File: config.mk
export PLATFORM = sky130hd
export DESIGN_NAME = aes_sideband_fifo
export DESIGN_NICKNAME = d
export VERILOG_FILES = /design/src/rtl/aes_sideband_fifo.sv
export SDC_FILE = /design/constraint.sdc
export NUM_CORES = 2
export LEC_CHECK = 0
export ABC_CLOCK_PERIOD_IN_PS = 16800
export CAP_MARGIN = 20
export CORE_UTILIZATION = 50
export CTS_CLUSTER_SIZE = 16
export DETAILED_ROUTE_END_ITERATION = 16
export PLACE_DENSITY = 0.69
export SLEW_MARGIN = 40
export SYNTH_ARGS = -nofsm -noshare
export SYNTH_HDL_FRONTEND = slang
export SYNTH_MEMORY_MAX_BITS = 65536
export SYNTH_SLANG_ARGS = --single-unit
File: constraint.sdc
create_clock -name clk -period 16.8 [get_ports clk]
set_clock_uncertainty 0.2 [all_clocks]
set_input_delay 1.68 -clock clk [delete_from_list [all_inputs] [get_ports clk]]
set_output_delay 1.68 -clock clk [all_outputs]
set_load 0.1 [all_outputs]
File: src/rtl/aes_sideband_fifo.sv
`default_nettype none
// ============================================================================
// Module   : aes_sideband_fifo
// Purpose  : Sideband FIFO carrying per-block bypass text plus new/last
//            framing flags alongside the aes_api pipeline. Pushes occur on
//            plaintext acceptance, pops are driven by the core's o_cp_ready.
//            Offers a show-ahead or registered output, framing checks,
//            completed-frame counting, occupancy and sticky error flags.
// Ports    : clk, rst_n (async, active-low), i_clear (sync flush)
//            i_push/i_new/i_last/i_bypass_text : write side
//            i_pop                             : consume head entry
//            o_bypass_text/o_new/o_last/o_valid: read side
//            o_count/o_full/o_empty            : occupancy
//            o_overflow/o_underflow/o_frame_err: sticky errors
//            o_frames                          : completed messages popped
// Revision : 1.0 - initial release
// ============================================================================
module aes_sideband_fifo #(
    parameter int DATA_W  = 289,
    parameter int DEPTH   = 16,
    parameter int OUT_REG = 0,
    parameter int CNT_W   = $clog2(DEPTH) + 1
) (
    input  logic              clk,
    input  logic              rst_n,
    input  logic              i_clear,
    input  logic              i_push,
    input  logic              i_new,
    input  logic              i_last,
    input  logic [DATA_W-1:0] i_bypass_text,
    input  logic              i_pop,
    output logic [DATA_W-1:0] o_bypass_text,
    output logic              o_new,
    output logic              o_last,
    output logic              o_valid,
    output logic [CNT_W-1:0]  o_count,
    output logic              o_full,
    output logic              o_empty,
    output logic              o_overflow,
    output logic              o_underflow,
    output logic              o_frame_err,
    output logic [15:0]       o_frames
);

    localparam int               c_PTR_W     = $clog2(DEPTH);
    localparam int               c_ENT_W     = DATA_W + 2;
    localparam logic [CNT_W-1:0] c_DEPTH_CNT = CNT_W'(DEPTH);

    typedef enum logic [0:0] {
        ST_IDLE     = 1'b0,
        ST_IN_FRAME = 1'b1
    } state_t;

    // Entry layout: {last, new, payload}
    logic [c_ENT_W-1:0] r_mem [DEPTH];
    logic [c_PTR_W-1:0] r_wr_ptr;
    logic [c_PTR_W-1:0] r_rd_ptr;
    logic [CNT_W-1:0]   r_count;
    state_t             r_state;
    logic               r_overflow;
    logic               r_underflow;
    logic               r_frame_err;
    logic [15:0]        r_frames;

    logic [c_ENT_W-1:0] w_head;
    logic               w_full;
    logic               w_empty;
    logic               w_pop_ok;
    logic               w_push_ok;
    logic               w_wr_en;

    assign w_head    = r_mem[r_rd_ptr];
    assign w_full    = (r_count == c_DEPTH_CNT);
    assign w_empty   = (r_count == '0);
    // No fall-through: a pop on an empty FIFO is never satisfied by a
    // same-cycle push. A pop on a full FIFO frees a slot for the push.
    assign w_pop_ok  = i_pop && !w_empty;
    assign w_push_ok = i_push && (!w_full || w_pop_ok);
    assign w_wr_en   = w_push_ok && !i_clear;

    // Storage is deliberately left unreset; validity comes from the count.
    always_ff @(posedge clk) begin
        if (w_wr_en) begin
            r_mem[r_wr_ptr] <= {i_last, i_new, i_bypass_text};
        end
    end

    always_ff @(posedge clk or negedge rst_n) begin
        if (!rst_n) begin
            r_wr_ptr    <= '0;
            r_rd_ptr    <= '0;
            r_count     <= '0;
            r_overflow  <= 1'b0;
            r_underflow <= 1'b0;
            r_frames    <= '0;
        end else if (i_clear) begin
            r_wr_ptr    <= '0;
            r_rd_ptr    <= '0;
            r_count     <= '0;
            r_overflow  <= 1'b0;
            r_underflow <= 1'b0;
            r_frames    <= '0;
        end else begin
            if (w_push_ok) begin
                r_wr_ptr <= r_wr_ptr + c_PTR_W'(1);
            end
            if (w_pop_ok) begin
                r_rd_ptr <= r_rd_ptr + c_PTR_W'(1);
            end
            if (w_push_ok && !w_pop_ok) begin
                r_count <= r_count + CNT_W'(1);
            end else if (w_pop_ok && !w_push_ok) begin
                r_count <= r_count - CNT_W'(1);
            end
            if (i_push && !w_push_ok) begin
                r_overflow <= 1'b1;
            end
            if (i_pop && w_empty) begin
                r_underflow <= 1'b1;
            end
            if (w_pop_ok && w_head[c_ENT_W-1]) begin
                r_frames <= r_frames + 16'd1;
            end
        end
    end

    // Framing checker: tracks message boundaries on accepted pushes only.
    // Offending entries are still stored; only the sticky flag records it.
    always_ff @(posedge clk or negedge rst_n) begin
        if (!rst_n) begin
            r_state     <= ST_IDLE;
            r_frame_err <= 1'b0;
        end else if (i_clear) begin
            r_state     <= ST_IDLE;
            r_frame_err <= 1'b0;
        end else if (w_push_ok) begin
            case (r_state)
                ST_IDLE: begin
                    if (!i_new) begin
                        r_frame_err <= 1'b1;
                    end else if (!i_last) begin
                        r_state <= ST_IN_FRAME;
                    end
                end
                ST_IN_FRAME: begin
                    // A new flag mid-message is a restart: flagged, frame kept open.
                    if (i_new) begin
                        r_frame_err <= 1'b1;
                    end else if (i_last) begin
                        r_state <= ST_IDLE;
                    end
                end
                default: r_state <= ST_IDLE;
            endcase
        end
    end

    generate
        if (OUT_REG == 0) begin : g_show_ahead
            assign o_bypass_text = w_head[DATA_W-1:0];
            assign o_new         = w_head[DATA_W];
            assign o_last        = w_head[DATA_W+1];
            assign o_valid       = !w_empty;
        end else begin : g_out_reg
            logic [DATA_W-1:0] r_out_data;
            logic              r_out_new;
            logic              r_out_last;
            logic              r_out_valid;

            // Valid is a one-cycle strobe after each accepted pop; data holds.
            always_ff @(posedge clk or negedge rst_n) begin
                if (!rst_n) begin
                    r_out_data  <= '0;
                    r_out_new   <= 1'b0;
                    r_out_last  <= 1'b0;
                    r_out_valid <= 1'b0;
                end else if (i_clear) begin
                    r_out_valid <= 1'b0;
                end else begin
                    r_out_valid <= w_pop_ok;
                    if (w_pop_ok) begin
                        r_out_data <= w_head[DATA_W-1:0];
                        r_out_new  <= w_head[DATA_W];
                        r_out_last <= w_head[DATA_W+1];
                    end
                end
            end

            assign o_bypass_text = r_out_data;
            assign o_new         = r_out_new;
            assign o_last        = r_out_last;
            assign o_valid       = r_out_valid;
        end
    endgenerate

    assign o_count     = r_count;
    assign o_full      = w_full;
    assign o_empty     = w_empty;
    assign o_overflow  = r_overflow;
    assign o_underflow = r_underflow;
    assign o_frame_err = r_frame_err;
    assign o_frames    = r_frames;

endmodule
`default_nettype wire
======== Word level (Yosys, flattened, before mapping) ========
Memories as Yosys holds them, arrays and structs flattened.
Cells that the tools add are included.
storage, ports and cells
  register bits ........................... 33
  bits in latches ......................... 0
  RAM bits ................................ 4656
  memory bits (read-only) ................. 0
  input port bits ......................... 296
  output and inout bits ................... 318
  memories kept ........................... 1
operators by class
  $add $sub $neg .......................... 5
  multipliers ............................. 0
  divide/modulo/power cells ............... 0
  order comparisons ....................... 0
  equality and inequality tests ........... 3
  shift operators ......................... 0
  mux-type cells .......................... 26
  bitwise logic cells ..................... 1
  reductions and logical operators ........ 22
memories
  memory  words  bits a word  read ports  clocked after Yosys merged registers in  write ports  RTL line  source
  r_mem   16     291          1           0                                        1            55        logic [c_ENT_W-1:0] r_mem [DEPTH];
operators by type and width
  kind                     number
  $mux W16                 2
  $add A16 B1 Y16 const B  1
  $mux W4                  4
  $mux W1                  15
  $mux W5                  3
  $reduce_bool A2 Y1       5
  $add A4 B1 Y4 const B    2
  $logic_and A1 B1 Y1      8
  $ne A3 B3 Y1 const B     2
  $add A5 B1 Y5 const B    1
  $eq A5 B5 Y1 const B     1
  $logic_not A1 Y1         5
  $logic_not A5 Y1         1
  $sub A5 B1 Y5 const B    1
  $pmux W1 S2              2
  $reduce_and A3 Y1        1
  $reduce_bool A3 Y1       1
  $logic_or A1 B1 Y1       1
  $not A1 Y1               1

======== Logic depth before layout (Yosys ltp) ========
  depth in word-level cells ............... 10
  mapped depth ............................ 9

======== Worst setup path after synthesis ========
Ideal clock, no wire load.
  kind .................................... input to register
  start ................................... input i_push
  end ..................................... memory r_mem[15][0] (netlist name), enable pin
  setup time .............................. 0.950 ns
  arrival time ............................ 14.471 ns
  required time ........................... 15.650 ns
  path slack .............................. 1.179 ns
  stages on the path ...................... 5
  path buffers ............................ 1
  path through ............................ inv_1 -> a31oi_1 -> clkbuf_1 -> nand2_1 -> nor2_1
between the ends
  longest elaborated chain between the ends .. 4
RTL lines
  item                           RTL line  source
  start, declared                27        input logic i_push,
  $logic_and A1 B1 Y1            78        assign w_push_ok = i_push && (!w_full || w_pop_ok);
  $logic_and A1 B1 Y1            79        assign w_wr_en = w_push_ok && !i_clear;
  $mux W1                        83        if (w_wr_en) begin
  $mux W1 (implied by the code)  84        r_mem[r_wr_ptr] <= {i_last, i_new, i_bypass_text};
  end, declared                  55
Every way passes these cells.

======== Worst setup path after layout ========
  start ................................... register r_rd_ptr[0]
  end ..................................... output o_bypass_text[119]
between the ends
  longest elaborated chain between the ends .. 1
RTL lines
  item                    RTL line  source
  start, declared         57        logic [c_PTR_W-1:0] r_rd_ptr;
  start signal, assigned  108       r_rd_ptr <= r_rd_ptr + c_PTR_W'(1);
  $mem_v2 Z16 W291        --
  end, declared           32        output logic [DATA_W-1:0] o_bypass_text,
Every way passes these cells.

==> results.json <==
{
  "status": "complete, no violations",
  "grt_pass1_vias": 80500,
  "clkPwrFrac_pct": 33.2,
  "timing.fmax_mhz": 128,
  "grt_overflow": 0,
  "cts.sinks": 4689,
  "p_total_mw": 30.6,
  "max_slew.worst_pin.slew_ps": 898,
  "syn_inst": 6654,
  "drt-initial-drc-count": 8378,
  "n_fill_cell": 24200,
  "core.rowCount": 217,
  "arrival_ps": 5910,
  "layout_min_cycle_time_ps": 7790,
  "p_seq_share_pct": 42.7,
  "comb_power_share_pct": 24.1,
  "finalMaxSlewViolations": 0,
  "regArea_mm2": 0.141,
  "leakage_nw": 61.3,
  "rsz0062_at_grt": "no",
  "setup.worst_path.class": "flip-flop to output port",
  "path_clk_slew_ps": 60,
  "fin_tns_setup_ps": 0,
  "startpoint_type": "flip-flop",
  "final_cells": 12600,
  "ys_async_sr_fraction_pct": 0.704,
  "synth_seq_cells": 4689,
  "p_sw_share_pct": 29.8,
  "synth_cell_types": 40,
  "grt_max_degree": 95,
  "dp.cells": 11700,
  "syn_nets": 6961,
  "regToRegSetupSlack_ps": 11460,
  "setup_viol": 0,
  "utilization_pct": 57.8,
  "intPower_mw": 21.5,
  "drt-total-wl_um": 396000,
  "chipHeight_um": 595,
  "peakVddDrop_mv": 0.153,
  "post_cts_resized": 0,
  "nets": 7868,
  "power_density_mw_per_mm2": 151,
  "yosysMostFrequentCell": "edfxtp_1",
  "grtUsageTotal_pct": 22.2,
  "synth_common_cells": "4656 x edfxtp_1, 1452 x mux4_2, 173 x clkbuf_1, 104 x buf_2, 52 x nor2_1",
  "start_util_pct": 50.3,
  "area_delta_synth_final_pct": 14.9,
  "final-hold-violation-count": 0,
  "vias": 77500,
  "cts_hold_buf": 0,
  "postCtsSetupRepairBufs": 0,
  "timing.rr.end": "r_mem[13][255]",
  "critical_path.startpoint": "r_rd_ptr[0]",
  "period_share_pct": 46.4,
  "cts_buffers": 452,
  "yosysWarnings": 0,
  "ios": 614,
  "dp_hpwl_um": 201000,
  "multi_input_area_mm2": 0.0339,
  "place_congestion": 0.765,
  "cts_tree": "yes",
  "min_path_type": "flip-flop to flip-flop",
  "die_x_um": 595,
  "synth_flop_cell": "edfxtp_1",
  "synth_top_area_share_pct": 79.4,
  "viasPerCell": 6.17,
  "clockBufferDepth": 4,
  "antenna_left": 0,
  "synth_edf_count": 4656,
  "synth_area_leader_cell": "edfxtp_1",
  "synth_area_mm2": 0.176,
  "wl_per_cell_um": 31.5,
  "drv_cap": 0,
  "drc": 0,
  "cp.required_ps": 14920,
  "yosys-top-cells-area": "edfxtp_1 79%, mux4_2 19%, dfrtp_1 0.47%, clkbuf_1 0.37%, buf_2 0.30%",
  "power.switching_mw": 9.14,
  "critPathCaptureType": "output port",
  "cp-endpoint": "o_bypass_text[119]",
  "portBuffers": 613,
  "drive_gt1_share_pct": 32.9,
  "clock-root-buffer": "clkbuf_16",
  "die_area_mm2": 0.354,
  "clock_latency_ps": 990,
  "synth_area_per_cell_um2": 26.5,
  "slew_headroom_pct": 40.2,
  "yosysSeqAreaShare_pct": 79.9,
  "reg2reg_depth": 8,
  "antenna_found_initial": 113,
  "drtPass1Iterations": 5,
  "crit_path_max_fanout": 62,
  "fp.coreArea_mm2": 0.350,
  "grt_pass1_wl_um": 570000,
  "r2r-start": "o_count[1]",
  "finalHoldWorstSlack_ps": 300,
  "htreeDepth": 5
}
==> worst min-delay path by stage <==
stage                     start           to  slack (ps)  depth (start not counted)
floorplan               r_state      r_state         330                          2
global placement     o_overflow   o_overflow         280                          2
detailed placement   o_overflow   o_overflow         290                          2
CTS                  o_overflow   o_overflow         310                          2
global route        o_underflow  o_underflow         340                          2
finish               o_overflow   o_overflow         300                          2
==> placed cells by master (no fill, tap or decap), types with 50 or more instances in the layout <==
cell and count:
clkbuf_16 454, buf_4 62, clkinv_1 100, mux4_2 1452, clkinv_2 73, bufinv_16 54
buf_6 50, clkbuf_1 90, clkdlybuf4s50_1 294, buf_2 319, edfxtp_1 4656
==> state kept, by name, indices dropped and copies added (netlist names) <==
register	flops
r_mem	4656
o_frames	16
o_count	5
r_rd_ptr	4
r_wr_ptr	4
o_frame_err	1
o_overflow	1
o_underflow	1
r_state	1
==> routing by layer <==
metal / share of wire (%) / vias to the layer above / global-route usage (%)
met5: 0.14 / - / 0
met4: 2.4 / 92 / 5.46
met3: 8.0 / 693 / 4.78
met2: 50 / 3144 / 36.6
met1: 40 / 42400 / 30.4
li1: - / 31200 / -
==> cell type report <==
| class | instances | share of cell area (%) |
|---|---|---|
| Inverter | 9 | 0.0167 |
| Tap cell | 4599 | 2.84 |
| Antenna cell | 29 | 0.0359 |
| Sequential cell | 4689 | 69.5 |
| Timing Repair Buffer | 785 | 3.40 |
| Multi-Input combinational cell | 1624 | 16.8 |
| Clock inverter | 277 | 1.61 |
| Clock buffer | 548 | 5.81 |
==> critical path: stages, from the launching register on <==
cell	delay, ps
dfrtp_4	940
buf_12	450
buf_16	340
buf_12	360
buf_16	400
buf_6	630
mux4_2	600
mux4_2	530
buf_2	320
==> per-stage QoR <==
step	cell area, µm²	worst slack [ps]
global placement	188000	9110
detailed placement	187000	9830
floorplan	176000	1180
finish	202000	9010
CTS	202000	8740
global route	202000	8540
==> logic make-up after synthesis <==
family                     count (synthesis)  share of synthesized area (%)
DFF                                     4689                           79.9
muxes                                   1460                           18.6
buffers and inverters                    341                          0.899
and+or+nand+nor                          110                          0.294
xor gates and xnor gates                  24                          0.119
AOI/OAI and AO/OA                         19                         0.0690
adders and majority gates                 11                         0.0825
==> power groups by stage <==
stage	clock network [mW]	registers [mW]	logic (mW)
2_1_floorplan	0	13.4	5.93
3_3_place_gp	0	13.3	7.67
3_5_place_dp	0	13.3	7.45
4_1_cts	10.3	13.1	7.48
5_1_grt	10.7	13.1	7.72
6_report	10.2	13.1	7.38
(Power assumes the default switching activity.)
